File: src/rtl/simple_adapter_arb.sv
// Packet-granular round-robin arbiter feeding one shared width-up adapter chain,
// with a tag FIFO that tracks which source owns each packet leaving the adapter.
// state | meaning:  IDLE | arbitrating / bubble between packets,  XFER | streaming granted source g
module simple_adapter_arb #(
  parameter int NUM_SRC    = 4,
  parameter int DATA_WIDTH = 16,
  parameter int TAG_DEPTH  = 4
) (
  input  logic                            clk,
  input  logic                            rst,
  input  logic [NUM_SRC-1:0]              s_vld,
  input  logic [NUM_SRC-1:0]              s_last,
  input  logic [NUM_SRC*DATA_WIDTH-1:0]   s_data,
  output logic [NUM_SRC-1:0]              s_rdy,
  output logic                            ad_vld,
  output logic                            ad_last,
  output logic [DATA_WIDTH-1:0]           ad_data,
  input  logic                            ad_out_vld,
  input  logic                            ad_out_last,
  output logic [$clog2(NUM_SRC)-1:0]      tag_id,
  output logic                            tag_vld,
  output logic                            busy,
  output logic                            tag_err
);

  localparam int IW = $clog2(NUM_SRC);
  localparam int PW = $clog2(TAG_DEPTH);
  localparam int CW = PW + 1;

  typedef enum logic {IDLE, XFER} state_t;

  state_t                 state_q;
  logic [IW-1:0]          ptr_q;
  logic [IW-1:0]          g_q;
  logic [IW-1:0]          tag_mem_q [TAG_DEPTH];
  logic [PW-1:0]          wr_q;
  logic [PW-1:0]          rd_q;
  logic [CW-1:0]          cnt_q;
  logic                   tag_err_q;
  logic                   ad_vld_q;
  logic                   ad_last_q;
  logic [DATA_WIDTH-1:0]  ad_data_q;

  logic                   gnt_found;
  logic [IW-1:0]          gnt_idx;
  logic [IW-1:0]          idx_c;
  int                     cand;
  logic                   full;
  logic                   grant;
  logic                   fire;
  logic                   pop_req;
  logic                   pop;

  // Search starts one past the last winner, so priority rotates per packet.
  always_comb begin
    gnt_found = 1'b0;
    gnt_idx   = '0;
    cand      = 0;
    idx_c     = '0;
    for (int k = 0; k < NUM_SRC; k++) begin
      cand  = (int'(ptr_q) + 1 + k) % NUM_SRC;
      idx_c = IW'(cand);
      if (!gnt_found && s_vld[idx_c]) begin
        gnt_found = 1'b1;
        gnt_idx   = idx_c;
      end
    end
  end

  // Full is judged on the registered count: a same-cycle pop does not unblock a grant.
  assign full    = (cnt_q == CW'(TAG_DEPTH));
  assign grant   = (state_q == IDLE) && gnt_found && !full;
  assign fire    = (state_q == XFER) && s_vld[g_q];
  assign pop_req = ad_out_vld & ad_out_last;
  assign pop     = pop_req && (cnt_q != '0);

  always_comb begin
    s_rdy = '0;
    if (state_q == XFER) s_rdy[g_q] = 1'b1;
  end

  always_ff @(posedge clk or posedge rst) begin
    if (rst) begin
      state_q   <= IDLE;
      ptr_q     <= IW'(NUM_SRC - 1);
      g_q       <= '0;
      wr_q      <= '0;
      rd_q      <= '0;
      cnt_q     <= '0;
      tag_err_q <= 1'b0;
      ad_vld_q  <= 1'b0;
      ad_last_q <= 1'b0;
      ad_data_q <= '0;
      for (int i = 0; i < TAG_DEPTH; i++) tag_mem_q[i] <= '0;
    end else begin
      ad_vld_q  <= fire;
      ad_last_q <= fire & s_last[g_q];
      if (fire) ad_data_q <= s_data[g_q*DATA_WIDTH +: DATA_WIDTH];

      case (state_q)
        IDLE: begin
          if (grant) begin
            g_q     <= gnt_idx;
            state_q <= XFER;
          end
        end
        XFER: begin
          if (fire && s_last[g_q]) begin
            ptr_q   <= g_q;
            state_q <= IDLE;
          end
        end
        default: state_q <= IDLE;
      endcase

      if (grant) begin
        tag_mem_q[wr_q] <= gnt_idx;
        wr_q            <= wr_q + 1'b1;
      end
      if (pop) rd_q <= rd_q + 1'b1;
      if (pop_req && (cnt_q == '0)) tag_err_q <= 1'b1;

      case ({grant, pop})
        2'b10:   cnt_q <= cnt_q + 1'b1;
        2'b01:   cnt_q <= cnt_q - 1'b1;
        default: cnt_q <= cnt_q;
      endcase
    end
  end

  assign ad_vld  = ad_vld_q;
  assign ad_last = ad_last_q;
  assign ad_data = ad_data_q;
  assign tag_id  = tag_mem_q[rd_q];
  assign tag_vld = (cnt_q != '0);
  assign busy    = (state_q == XFER);
  assign tag_err = tag_err_q;

endmodule

File: config.mk
export PLATFORM = sky130hd
export DESIGN_NAME = simple_adapter_arb
export DESIGN_NICKNAME = d
export VERILOG_FILES = /design/src/rtl/simple_adapter_arb.sv
export SDC_FILE = /design/constraint.sdc
export NUM_CORES = 1
export LEC_CHECK = 0
export CAP_MARGIN = 10
export CORE_UTILIZATION = 35
export CTS_CLUSTER_SIZE = 20
export DETAILED_ROUTE_END_ITERATION = 6
export DONT_BUFFER_PORTS = 1
export SYNTH_ARGS = -nofsm -noshare
export SYNTH_HDL_FRONTEND = slang
export SYNTH_SLANG_ARGS = --single-unit
File: constraint.sdc
create_clock -name clk -period 2.4 [get_ports clk]
set_input_delay 0.24 -clock clk [delete_from_list [all_inputs] [get_ports clk]]
set_output_delay 0.24 -clock clk [all_outputs]
set_load 0.03 [all_outputs]
Word-level counts from Yosys, hierarchy flattened
Cells that the tools add are included.

word-level totals
  bits in registers = 39

operators by class
  add/subtract/negate cells = 8
  $lt $le $gt $ge = 9
  eq/ne operators = 3
  shifts and indexed selects = 1
  muxes and demuxes = 33
  bitwise logic cells = 5
  reduce and logical (&&, ||, !) cells = 20

operator list
  operator                                                    count
  indexed part select 64 x 7 -> 16 bit                        1
  less-than comparator 2 x 3 -> 1 bit, second input constant  5
  two-way mux 2 bit                                           7
  two-way mux 1 bit                                           13
  binary-select mux 1 bit (select 2 bit)                      6
  logical AND 1 bit                                           11
  bitwise mux 8 bit                                           1
  adder 2 x 1 -> 2 bit, second input constant                 3
  adder 2 bit, second input constant                          3
  greater-or-equal comparator 3 bit, second input constant    2
  inverter 2 -> 3 bit                                         2
  case mux 3 bit (2 select lines)                             1
  binary-select mux 2 bit (select 2 bit)                      1
  demux 2 bit (select 2 bit)                                  1
  logical NOT 1 bit                                           4
  two-way mux 4 bit                                           1
  AND reduction 2 bit                                         2
  adder 3 x 1 -> 3 bit, second input constant                 1
  == test 3 bit, second input constant                        1
  logical NOT 3 bit                                           1
  less-than comparator 3 x 1 -> 1 bit, second input constant  1
  nonzero test 3 bit                                          1
  subtractor 3 x 1 -> 3 bit, second input constant            1
  bitwise AND 1 bit                                           2
  7 further kinds                                             7

Logic depth before layout (Yosys ltp)
  depth after elaboration = 17
  mapped depth = 10
  depth with buffers taken out = 9

Least setup slack after synthesis
Ideal clock, no wire load.

  kind = register to register
  start = register cnt_q[2]
  end = register cnt_q[2]
  arrival time = 1.881 ns
  slack = 0.394 ns
  cell stages (with the launch flop) = 9
  buffers on the path = 0
  cell sequence = dfrtp_1 or3_1 nor2b_1 ha_1 inv_1 fa_1 xor2_1 nor2_1 xor2_1

on the way
  elaborated cells between the ends (all ways) = 11
  classes of those cells = add/sub: 2; eq/ne: 3; mux: 1; reduce/logical: 5

RTL lines
  what                                                                   line  source
  from (decl)                                                            38    logic [CW-1:0] cnt_q;
  from (signal assigned)                                                 124   2'b10: cnt_q <= cnt_q + 1'b1;
  from (signal assigned)                                                 125   2'b01: cnt_q <= cnt_q - 1'b1;
  from (signal assigned)                                                 126   default: cnt_q <= cnt_q;
  nonzero test 3 bit (*)                                                 n/a
  via tag_vld                                                            21    output logic tag_vld,
  logical AND 1 bit (*)                                                  75    assign pop = pop_req && (cnt_q != '0);
  via pop                                                                52    logic pop;
  == test 2 x 1 -> 1 bit or == test 2 bit (tied branches)                123   case ({grant, pop})
  case mux 3 bit (2 select lines) or nonzero test 2 bit (tied branches)  n/a

Mark *: on every way through the listed nets, which the timed path passes. The rest lies on a longest branch.
A chain may end at the register's enable or synchronous reset.

Final worst setup path
  start = register cnt_q[2]
  end = register cnt_q[2]

on the way
  elaborated cells between the ends (all ways) = 11
  classes of those cells = add/sub: 2; eq/ne: 3; mux: 1; reduce/logical: 5

RTL lines
  what                                                                   line
  nonzero test 3 bit (*)                                                 75
  logical AND 1 bit (*)                                                  75
  via pop                                                                52
  == test 2 x 1 -> 1 bit or == test 2 bit (tied branches)                123
  case mux 3 bit (2 select lines) or nonzero test 2 bit (tied branches)  n/a

Marked as above.

==> metrics.md <==
| Metric | Value |
|---|---|
| Relative slew slack | 19.5% |
| Combinational share of power | 46.3% |
| Yosys reg bits | 39 |
| Post-Syn Nets | 237 |
| Wire length per cell | 20.4 microns |
| Die ar. | 0.00669 sq mm |
| P&R area growth vs syn | 10.7% |
| Internal | 2.36 mW |
| Final min period | 1950 ps |
| Switching share of total power | 41.9% |
| Pleak | 1.05 nW |
| Synthesis warning total | 0 |
| Slew Limit Fails | 0 |
| CORE AREA | 0.00603 sq mm |
| Prevailing post-synth register cell | dfrtp_1 |
| Crit end category | flop |
| Clock power share | 14.3% |
| Most instantiated cells after synthesis | 37 x dfrtp_1, 19 x mux2_2, 17 x mux4_2 |
| Share of layout cells above drive strength 1 | 39.8% |
| Final nets | 247 |
| HPWL after detailed placement | 3730 microns |
| CTS sink cnt | 39 |
| Setup WS pre-CTS | 458 ps |
| First-pass GRT wire length | 7130 microns |
| Setup violations, final | 0 |
| Final Hold Viols | 0 |
| Initial Util | 37.0% |
| Post-Route Skew | 11.5 ps |
| Status | finished, final reports clean |
| Worst-path maximum fanout | 3 |
| Total wire length | 4940 microns |
| Startpoint Class | flop |
| Site Rows | 28 |
| Switching power total | 1.70 mW |
| Data arrival, critical path | 2170 ps |
| Max Buffers Root-to-Sink | 2 |
| Worst EP required | 2620 ps |
| CP peak stage delay | 390 ps |
| CTS tree | done |
| Most used cell, CP | xor2_1 |
| Die Height | 81.8 microns |
| DRT antenna net count | 0 |
| CP Cell Sequence | or3_1, nor2b_1, ha_1, inv_1, fa_1, xor2_1, nor2_1, xor2_1 |
| Hold crit path type | input pin to flop |
| Synth unique cells | 33 |
| Post-synthesis area per instance | 14.4 sq um |
| Final Cycle Share | 81.2% |
| Post-Synthesis Cells | 155 |
| CP max stage cell | dfrtp_1 |
| Clk slew on worst S/H paths | 70 ps |
| Reg-to-reg slack, setup | 450 ps |
| Synth Cell Area | 0.00223 sq mm |
| Via count | 1349 |
| I/O Pins | 103 |
| RSZ-0062 raised after global routing | false |
| DRC | 0 |
| Worst slew pin tran | 1190 ps |
| Top-count cell post-synth | dfrtp_1 |
| Total grt overflow | 0 |
| Buf+Inv Stages, Crit Path | 1 |
| Root Driver | clkbuf_8 |
| Largest net degree at the start of global routing | 40 |
| Async SR Flop Fraction | 100% |
| Setup tns final | 0 ps |
| Routability cong. | 0.719 |
| Port Buf Inserts | 0 |
| Delay-heaviest family, CP | adder cells |
| Vias/cell | 5.57 |
| Register area share after synthesis | 43.9% |
| Sequential share of power | 39.4% |
| Post-synth EDFFs | 0 |
| Setup CP Type | flop to flop |
| Number of global-route vias before repair | 1472 |
| CTS resizes | 0 |
| FMAX | 513 MHz |
| Initial antenna violation count | 1 |
| Router iterations before antenna repair | 4 |
| Worst skew pair latency | 300 ps |
| # H-tree levels | 2 |
| Max-cap viol count | 0 |
| Yosys top cell area share | 41.5% |
| Top post-synthesis cells by area | dfrtp_1 42%, mux4_2 17%, mux2_2 9.6% |
| CTS Buf Count | 5 |
| Die X | 81.8 microns |
| Drt first-iter violations | 68 |
| Peak VDD IR | 0.677 mV |
| Top cell type by total area after synthesis | dfrtp_1 |
| Setup ws final | 451 ps |
| PD cells | 1640 mW/mm^2 |
| GRT Util Overall | 15.1% |
[cells in the final DEF (no fill, tap or decap), drive strengths merged, types with 5 or more instances in the layout]
cell type,Yosys,layout
buf,5,9
inv,9,9
nand2,10,10
ha,5,5
mux4,19,19
clkbuf,2,6
nor2,8,8
mux2,28,28
dfrtp,37,37
[flip-flops by register name, summed over array words and instances, names as in the netlist]
name,count
cnt_q,3
busy,1
ad_data,16
rd_q,2
ptr_q,2
tag_mem_q,8
ad_vld,1
wr_q,2
tag_err,1
g_q,2
ad_last,1
[metrics by stage]
step / area (sq um) / total power, mW / hold slack (ps) / std cells / util (%)
2_1_floorplan: 2230 / 3.17 / 393 / 155 / -
3_3_place_gp: 2340 / 3.42 / 280 / 232 / 38.8
3_5_place_dp: 2340 / 3.52 / 292 / 232 / 38.8
4_1_cts: 2460 / 4.12 / 121 / 241 / 40.9
5_1_grt: 2470 / 4.32 / 142 / 242 / 40.9
6_report: 2470 / 4.06 / 132 / 242 / 40.9
[power by group through the flow]
stage                     Combinational, mW  Sequential, mW  Clock [mW]
after floorplan                        1.62            1.54           0
after global routing                   2.04            1.66       0.627
after CTS                              1.91            1.60       0.603
final                                  1.88            1.60       0.578
after global placement                 1.82            1.59           0
after detailed placement               1.90            1.62           0
[path summary, 6_finish.rpt]
kind	startpoint	to	depth (start not counted)
max reg2reg	cnt_q[2]$_DFFE_PP0P_	cnt_q[2]$_DFFE_PP0P_	8
min	ad_out_last	tag_err$_DFFE_PP0P_	2
max in group asynchronous	rst	ptr_q[0]$_DFFE_PP1P_	3
max	cnt_q[2]$_DFFE_PP0P_	cnt_q[2]$_DFFE_PP0P_	8
min reg2reg	cnt_q[0]$_DFFE_PP0P_	cnt_q[0]$_DFFE_PP0P_	1
min in group asynchronous	rst	wr_q[0]$_DFFE_PP0P_	3
[timing repair]
item / CTS / global route
buffers inserted: 0 / 0
endpoints found under the hold margin: 37 / 0
hold buffers: 1 / 0
[metal layers]
| layer | GRT usage (%) | vias to the layer above | wire, microns |
|---|---|---|---|
| li1 | - | 590 | - |
| met2 | 29.3 | 76 | 2630 |
| met4 | 7.54 | 0 | 126 |
| met5 | 0 | - | 0 |
| met3 | 4.44 | 12 | 418 |
| met1 | 14.0 | 671 | 1760 |
[cells by family (layout without fill, tap and decap cells)]
family / count (synthesis) / count (layout) / synth area share [%]
other: 0 / 1 / 0
buffers and inverters: 16 / 27 / 3.93
flip-flops: 39 / 39 / 43.9
AND/OR/NAND/NOR: 28 / 28 / 5.95
AO/OA/AOI/OAI: 10 / 10 / 3.65
adder cells (fa/ha/maj): 6 / 6 / 3.70
multiplexers: 50 / 50 / 36.5
XOR/XNOR: 6 / 6 / 2.36
[final cells by class]
| cell class | count | area [sq um] |
|---|---|---|
| fill | 557 | 3560 |
| multi-input combinational | 100 | 1160 |
| sequential | 39 | 978 |
| tap | 75 | 93.8 |
| clock buffer | 6 | 82.6 |
| timing repair buffer | 10 | 77.6 |
| clock inverter | 2 | 35.0 |
| inverter | 9 | 33.8 |
| antenna | 1 | 2.50 |
No activity file was read; power rests on OpenSTA's default activity.
